### src/rtl/branch_operand_scoreboard.sv
// Per-register countdown of in-flight writes that are not yet forwardable.
// Stalls an ID-stage branch/jr until its rs/rt producer can be forwarded.
//
// Ports:
//   Clk, Rst_n            clock, async active-low reset
//   IF_ID_RegisterRs/Rt   source fields of the instruction in ID
//   Branch, Jr            ID instruction kind (branch reads rs+rt, jr reads rs)
//   IssueValid            instruction enters ID/EX at this edge
//   IssueRegDst           its destination register
//   IssueIsLoad           it is a load
//   IssueWrites           it writes a register
//   Flush                 squash everything in flight
//   Stall                 comb: hold PC/IF_ID, bubble ID/EX
//   BusyMask              registered cnt!=0 per register
//   StallCycles           registered saturating stall-cycle count
module branch_operand_scoreboard #(
  parameter int LOAD_LAT = 2,
  parameter int ALU_LAT  = 0,
  parameter int CNT_W    = 2,
  parameter int PERF_W   = 16
) (
  input  logic              Clk,
  input  logic              Rst_n,
  input  logic [4:0]        IF_ID_RegisterRs,
  input  logic [4:0]        IF_ID_RegisterRt,
  input  logic              Branch,
  input  logic              Jr,
  input  logic              IssueValid,
  input  logic [4:0]        IssueRegDst,
  input  logic              IssueIsLoad,
  input  logic              IssueWrites,
  input  logic              Flush,
  output logic              Stall,
  output logic [31:0]       BusyMask,
  output logic [PERF_W-1:0] StallCycles
);

  localparam logic [CNT_W-1:0] LOAD_V = CNT_W'(LOAD_LAT);
  localparam logic [CNT_W-1:0] ALU_V  = CNT_W'(ALU_LAT);

  logic [CNT_W-1:0]  cnt_q [32];
  logic [CNT_W-1:0]  cnt_d [32];
  logic [31:0]       busy_d;
  logic [PERF_W-1:0] sc_q;
  logic              issue_hit;
  logic              rs_busy;
  logic              rt_busy;

  // Entry 0 is forced to zero every cycle, so $0 never reads busy.
  assign rs_busy = cnt_q[IF_ID_RegisterRs] != '0;
  assign rt_busy = cnt_q[IF_ID_RegisterRt] != '0;

  assign Stall = ((Branch | Jr) & rs_busy)
               | (Branch & rt_busy);

  assign issue_hit = IssueValid & IssueWrites
                   & (IssueRegDst != 5'd0);

  always_comb begin
    for (int r = 0; r < 32; r++) begin
      cnt_d[r]  = cnt_q[r];
      busy_d[r] = 1'b0;
      if (r == 0) begin
        cnt_d[r] = '0;
      end else if (Flush) begin
        cnt_d[r] = '0;
      end else if (issue_hit && IssueRegDst == 5'(r)) begin
        // Youngest writer overrides any older pending value.
        cnt_d[r] = IssueIsLoad ? LOAD_V : ALU_V;
      end else if (cnt_q[r] != '0) begin
        cnt_d[r] = cnt_q[r] - CNT_W'(1);
      end
      busy_d[r] = (r != 0) && (cnt_d[r] != '0);
    end
  end

  always_ff @(posedge Clk or negedge Rst_n) begin
    if (!Rst_n) begin
      for (int r = 0; r < 32; r++) cnt_q[r] <= '0;
      BusyMask <= '0;
    end else begin
      for (int r = 0; r < 32; r++) cnt_q[r] <= cnt_d[r];
      BusyMask <= busy_d;
    end
  end

  always_ff @(posedge Clk or negedge Rst_n) begin
    if (!Rst_n) begin
      sc_q <= '0;
    end else if (Stall && !Flush && sc_q != '1) begin
      sc_q <= sc_q + PERF_W'(1);
    end
  end

  assign StallCycles = sc_q;

endmodule

### config.mk
export PLATFORM = sky130hd
export DESIGN_NAME = branch_operand_scoreboard
export DESIGN_NICKNAME = d
export VERILOG_FILES = /design/src/rtl/branch_operand_scoreboard.sv
export SDC_FILE = /design/constraint.sdc
export NUM_CORES = 1
export LEC_CHECK = 0
export CORE_ASPECT_RATIO = 0.9
export CORE_MARGIN = 2
export CORE_UTILIZATION = 35
export DETAILED_ROUTE_END_ITERATION = 12
export GPL_TIMING_DRIVEN = 0
export SKIP_CTS_REPAIR_TIMING = 1
export SYNTH_ARGS = -nofsm -noshare
export SYNTH_HDL_FRONTEND = slang
export SYNTH_SLANG_ARGS = --single-unit
### constraint.sdc
create_clock -name Clk -period 2.67 [get_ports Clk]
set_input_delay 0.534 -clock Clk [delete_from_list [all_inputs] [get_ports Clk]]
set_output_delay 0.534 -clock Clk [all_outputs]
set_load 0.1 [all_outputs]
=== Word-level counts from Yosys, hierarchy flattened ===
Index checks and enable logic that the tools add are counted.

* Logic and storage cells: 306
* Bits of input ports: 23
* Register bits after elaboration: 109
* Output and inout port bits: 49

* Reductions and logical operators: 99
* Equal/unequal tests: 32
* Order comparisons: 2
* Bitwise operators: 8
* Multiplexer cells: 100
* Add/sub/neg operators: 32

{| class="wikitable"
|+ Operators by type and width
! cell !! number
|-
| $mux W2 || 98
|-
| $reduce_bool A2 Y1 || 64
|-
| $eq A5 B5 Y1 const B || 16
|-
| $sub A2 B1 Y2 const B || 31
|-
| $eq A5 B4 Y1 const B || 8
|-
| $logic_and A1 B1 Y1 || 33
|-
| $bmux W2 S5 || 2
|-
| $eq A5 B3 Y1 const B || 4
|-
| $add A16 B1 Y16 const B || 1
|-
| $ne A16 B16 Y1 const B || 1
|-
| $ge A6 B6 Y1 const B || 2
|-
| $not A5 Y6 || 2
|-
| $eq A5 B2 Y1 const B || 2
|-
| $eq A5 B1 Y1 const B || 1
|-
| $reduce_bool A5 Y1 || 1
|-
| $and A1 B1 Y1 || 4
|-
| $or A1 B1 Y1 || 2
|-
| $logic_not A1 Y1 || 1
|}

=== Depth between registers and ports, before layout ===
Gate-level depths: netlist of the first run.

* Depth in word-level cells: 9
* Depth in mapped cells: 10
* Mapped depth without buffers: 7

=== Worst setup path after synthesis of the first run ===
No wires, ideal clock.

* Path type: flip-flop to flip-flop
* Start point: register sc_q[4] (netlist: StallCycles[4])
* End point: register sc_q[1] (netlist: StallCycles[1])
* Period minus slack after synthesis: 2.836 ns
* Stages on the path, launching flop included: 8
* Path buffers: 0
* Arrival: 2.708 ns
* Library setup time: 0.128 ns
* Slack: -0.166 ns
* Data required time: 2.542 ns
* Path through: dfrtp_1 and4_1 and3_1 nand3_1 nor4_4 nor2_1 nand2_2 mux2_1

* Word-level cells in the longest chain between the ends: 2

{| class="wikitable"
|+ Ends and longest elaborated chain
! element !! RTL line !! text
|-
| start, declared || 44 || <nowiki>logic [PERF_W-1:0] sc_q;</nowiki>
|-
| start signal, assigned || 91 || <nowiki>sc_q <= sc_q + PERF_W'(1);</nowiki>
|-
| $ne A16 B16 Y1 || 90 || <nowiki>end else if (Stall && !Flush && sc_q != '1) begin</nowiki>
|-
| $logic_and A1 B1 Y1 || 90 ||
|}

No other way between the ends.
A chain may end at the register's enable or synchronous reset.

=== Worst setup path in the final report of the first run ===
* Start point: input port IF_ID_RegisterRs[4]
* End point: output port Stall

* Word-level cells in the longest chain between the ends: 7

{| class="wikitable"
|+ Ends and longest elaborated chain
! element !! RTL line !! text
|-
| start, declared || 24 || <nowiki>input logic [4:0] IF_ID_RegisterRs,</nowiki>
|-
| $not A5 Y6 (not written as such) || 50 || <nowiki>assign rs_busy = cnt_q[IF_ID_RegisterRs] != '0;</nowiki>
|-
| $bmux W2 S5 || 50 ||
|-
| $mux W2 (not written as such) (2 in a row) || 50 ||
|-
| $reduce_bool A2 Y1 || 50 ||
|-
| $and A1 B1 Y1 || 53 || <nowiki>assign Stall = ((Branch | Jr) & rs_busy)</nowiki>
|-
| $or A1 B1 Y1 || 54 || <nowiki>| (Branch & rt_busy);</nowiki>
|-
| end, declared || 33 || <nowiki>output logic Stall,</nowiki>
|}

No other way between the ends. The select of a mux whose other input is x is not followed.

==> impl_metrics.toml, run 1 <==
[critical_path]
rrSetupSlack_ps = 240
path_buf_inv = 3
path_cells = "clkdlybuf4s50_1 > nor3_2 > a32o_1 > o22ai_1 > o32ai_2 > o22ai_4 > buf_6 > buf_12"
cp.arrival_ps = 2330
critical-path-top-delay-family = "buffers and inverters"
critPathMaxFanout = 4
cp_slowest_cell = "clkdlybuf4s50_1"
crit_type = "primary input to output pin"
crit_required_ps = 2140
crit_path_start_kind = "primary input"
end_kind = "output pin"
cpPeakStageDelay_ps = 520

[placed_design]
io_buffers = 66
gp_congestion = 0.942
placed_area_um2 = 6100
placed_cells = 798
pre_cts_ws_ps = -1840
hpwl_um = 9660

[yosys]
yosysWarnings = 0
yosysUniqueCellTypes = 51
synth_edf_count = 0
synthCells = 533
postSynthAreaPerCell_um2 = 9.69
synthesis.area_um2 = 5160
ys_async_sr_fraction_pct = 100
yosysSeqAreaShare_pct = 52.8
ys.flop_type = "dfrtp_1"
synth_seq_cells = 109
syn_nets = 557

[timing]
final_hold_viol_count = 0
tightest_slew_ps = 973
period_share_pct = 107
fmax_mhz = 349
timing.final.crit_period_ps = 2870
rsz0062_at_grt = "yes"
fin_setup_tns_ps = -199
setup_ws_ps = -199
max_slew_margin_pct = 35.0
fin_hold_ws_ps = 225
clock_skew_ps = 9.34
setup_viol = 1
drv_slew = 0

[pwr]
seqPwrFrac_pct = 45.8
power.density_nw_per_um2 = 600
switching_power_mw = 1.30
cellLeakagePower_nw = 2.76
pwr-share-comb_pct = 21.7
power_report.internal_total_mw = 2.56
clockPowerShare_pct = 32.6
p_sw_share_pct = 33.7
total_power_mw = 3.86
max-vdd-ir-drop_mv = 0.386

[grt]
grt.overflow.total = 0
grt_pass1_wl_um = 21200
grt_pass1_vias = 4030
grt_antenna_before_repair = 0
grt_max_degree = 57
track_usage_pct = 17.4

[clock_network]
root_buffer = "clkbuf_16"
clk_latency_ps = 360
clk_pin_slew_worst_paths_ps = 70
clock-sinks = 109
cts_tree = "built"
clock_path_buffers = 2
cts_buffers = 9
htree_num_levels = 3

[run]
drv_cap = 0

[drt]
firstDrtPassIters = 5
drt_drc_violations_left = 0
ant_nets = 0
vias = 4240
avgRoutedWirePerCell_um = 16.4
first_iter_violations = 286
drt_wl_total_um = 13400
vias_per_cell = 5.18

[cells_and_area]
final_cell_count_no_fill = 819
nets = 640
areaGrowthSynthToFinish_pct = 24.7
mostFrequentLayoutCell = "dfrtp_1"
fin_util_pct = 44.2
filler_cell_count = 1451
drive_gt1_share_pct = 11.8
layout_common_cells = "105 x dfrtp_1, 102 x nor2_1, 59 x clkdlybuf4s50_1"
num_antenna_cells = 0
stdcell_area_um2 = 6440

[status]
run_status = "complete, but fails checks"
violations = "setup timing"

[floorplan]
ioPinCount = 72
core_um2 = 14600
rows = 42
fp.dieW_um = 132
die-area_um2 = 15700
die_y_um = 119
start_util_pct = 35.5

[worst_hold_path]
hold_class = "primary input to asynchronous set/reset pin"
## layer usage
| layer | share of wire [%] | wire (um) | up-vias | track usage (%) |
|---|---|---|---|---|
| met5 | 0 | 0 | - | 0 |
| met4 | 1.0 | 136 | 0 | 4.76 |
| met3 | 7.5 | 1000 | 8 | 5.15 |
| met2 | 45 | 5980 | 133 | 25.7 |
| met1 | 47 | 6320 | 2072 | 24.8 |
| li1 | - | - | 2027 | - |
## registers in the layout (all words and copies together) (netlist names)
name	count
cnt_q	62
StallCycles	16
BusyMask	31
## power groups by stage
stage                     Clock [mW]  Sequential (mW)  Combinational [mW]
after CTS                       1.30             1.77               0.822
after detailed placement           0             1.80               0.821
after floorplan                    0             2.15               0.213
after global routing            1.35             1.78               0.874
after global placement             0             1.80               0.809
final                           1.26             1.77               0.836
## area by class of cell
class | instances | area [um2] | share of cell area, %
buffer | 21 | 103 | 1.59
clock buffer | 9 | 225 | 3.50
clock inverter | 7 | 51.3 | 0.797
inverter | 3 | 11.3 | 0.175
multi-input combinational | 400 | 2340 | 36.4
sequential | 109 | 2730 | 42.4
tap | 198 | 248 | 3.85
timing repair buffer | 72 | 723 | 11.2
## path summary, 6_finish.rpt
path,end,start,cells after the start
worst max-delay path,Stall,IF_ID_RegisterRs[4],8
worst min-delay path,BusyMask[25],Rst_n,1
worst max register to register,StallCycles[1],StallCycles[4],7
worst min register to register,cnt_q[18],cnt_q[18],1
max in group asynchronous,cnt_q[50],Rst_n,2
min in group Clk,cnt_q[18],cnt_q[18],1
## synth_stat cells (3+ instances only)
library cell | n | area share [%]
dfrtp_1 | 109 | 53
nor2_1 | 102 | 7.4
nand2_1 | 53 | 3.9
nand3_1 | 41 | 4.0
a21oi_1 | 34 | 3.3
nor3_1 | 21 | 2.0
nor4b_1 | 19 | 3.2
and3_1 | 17 | 2.1
xnor2_1 | 15 | 2.5
or2_2 | 13 | 1.6
clkbuf_1 | 10 | 0.73
or2_1 | 10 | 1.2
o21bai_1 | 9 | 1.3
mux4_2 | 8 | 3.5
buf_2 | 7 | 0.68
nand2b_1 | 6 | 0.73
o21ai_0 | 5 | 0.48
a211o_1 | 4 | 0.68
nor2b_1 | 4 | 0.48
nor3b_1 | 3 | 0.44
nor4_1 | 3 | 0.36
## kinds of logic after synthesis
logic type,share of synthesized area [%]
AOI/OAI and AO/OA,8.99
adders and majority gates,0.242
buffers and inverters,2.13
xor gates and xnor gates,2.54
and+or+nand+nor,29.5
DFF,52.8
other,0.0726
muxes,3.71
Note: power is estimated with default switching activity, not from simulation.
==> inputs of run 2 (changes only) <==
--- a/config.mk
+++ b/config.mk
@@ -6,7 +6,7 @@
 export NUM_CORES = 1
 export LEC_CHECK = 0
 export CORE_ASPECT_RATIO = 0.9
-export CORE_MARGIN = 2
+export CORE_MARGIN = 1
 export CORE_UTILIZATION = 35
 export DETAILED_ROUTE_END_ITERATION = 12
 export GPL_TIMING_DRIVEN = 0
==> impl_metrics.toml, run 2 (synthesis results as in run 1) <==
[status]
run_status = "complete, but fails checks"
violations = "setup timing"

[grt]
track_usage_pct = 18.5
grt.overflow.total = 0
grt_max_degree = 58
grt_pass1_vias = 3975
grt_antenna_before_repair = 0
grt_pass1_wl_um = 20900

[cells_and_area]
num_antenna_cells = 0
layout_common_cells = "105 x dfrtp_1, 102 x nor2_1, 58 x clkdlybuf4s50_1"
largest_register_ffs = 62
top_register = "cnt_q"
drive_gt1_share_pct = 11.6
nets = 638
stdcell_area_um2 = 6460
mostFrequentLayoutCell = "dfrtp_1"
areaGrowthSynthToFinish_pct = 25.2
final_cell_count_no_fill = 812
filler_cell_count = 1371

[placed_design]
io_buffers = 66
placed_cells = 793
gp_congestion = 0.923
hpwl_um = 9800
placed_area_um2 = 6090

[drt]
avgRoutedWirePerCell_um = 16.4
ant_nets = 0
drt_drc_violations_left = 0
firstDrtPassIters = 5
vias_per_cell = 5.20
vias = 4226
drt_wl_total_um = 13300
first_iter_violations = 337

[clock_network]
htree_num_levels = 3
cts_tree = "built"
clock_path_buffers = 2
clk_pin_slew_worst_paths_ps = 70
clk_latency_ps = 360
clock-sinks = 109
root_buffer = "clkbuf_16"
cts_buffers = 9

[pwr]
power.density_nw_per_um2 = 615
max-vdd-ir-drop_mv = 0.450
total_power_mw = 3.97
cellLeakagePower_nw = 2.78

[worst_hold_path]
hold_class = "primary input to asynchronous set/reset pin"

[critical_path]
crit_path_start_kind = "primary input"
rrSetupSlack_ps = 310
crit_type = "primary input to output pin"
crit_required_ps = 2140
critPathMaxFanout = 9
reg2reg_to = "StallCycles[1]"
reg2reg_depth = 7
r2r_start = "StallCycles[4]"
end_kind = "output pin"
cp.arrival_ps = 2240

[floorplan]
fp.dieW_um = 130
die-area_um2 = 15200
core_um2 = 14200
die_y_um = 117
ioPinCount = 72
rows = 41
start_util_pct = 36.3

[timing]
drv_slew = 0
clock_skew_ps = 9.59
setup_ws_ps = -103
timing.final.crit_period_ps = 2770
fin_hold_ws_ps = 225
period_share_pct = 104
rsz0062_at_grt = "yes"
final_hold_viol_count = 0
setup_viol = 1
fmax_mhz = 361
tightest_slew_ps = 979
max_slew_margin_pct = 34.5

[run]
drv_cap = 0
[run 2: how the worst max path moves through the flow]
stage / startpoint / end / slack [ps] / cells after the start
after floorplan: IF_ID_RegisterRt[0] / Stall / 70 / 7
after global placement: Rst_n / StallCycles[5] / -3440 / 1
after detailed placement: IF_ID_RegisterRt[1] / Stall / -1820 / 8
after CTS: IF_ID_RegisterRt[1] / Stall / -1830 / 8
after global routing: cnt_q[16] / Stall / -180 / 7
final: IF_ID_RegisterRt[0] / Stall / -100 / 8
[run 2: metrics by stage]
stage | setup WS (ps) | setup TNS, ps | utilization (%)
after CTS | -1830 | -2940 | 45.1
after floorplan | 73.8 | 0 | -
after global routing | -184 | -184 | 45.5
after global placement | -3440 | -342200 | 42.7
after detailed placement | -1820 | -11450 | 42.9
final | -103 | -103 | 45.5
[run 2: where the power goes]
group / switching (mW) / total [mW] / internal (mW)
sequential: 0.0652 / 1.77 / 1.70
clock: 0.614 / 1.37 / 0.759
combinational: 0.613 / 0.831 / 0.218
[run 2: final cells by class]
cell class              instances  area (um2)  area share [%]
flip-flops and latches        109        2730            42.3
multi-input cells             400        2350            36.4
repair buffers                 70         711            11.0
well taps                     193         241            3.74
clock buffers                  10         239            3.70
plain buffers                  21         105            1.63
clock inverters                 6        70.1            1.08
inverters                       3        13.8           0.213
[run 2: worst max-delay path, cell delays in order]
cell and delay, ps:
buf_2 170, inv_2 120, mux4_2 520, o211ai_1 170
o21ai_1 130, o22ai_4 270, buf_6 160, buf_12 170
[run 2: routing by layer]
metal  vias to the layer above  global-route usage [%]  wire, um
li1                       2025                       -         -
met2                       121                    28.2      6060
met3                        13                    4.14       765
met4                         0                    6.12       172
met5                         -                       0         0
met1                      2067                    26.2      6340
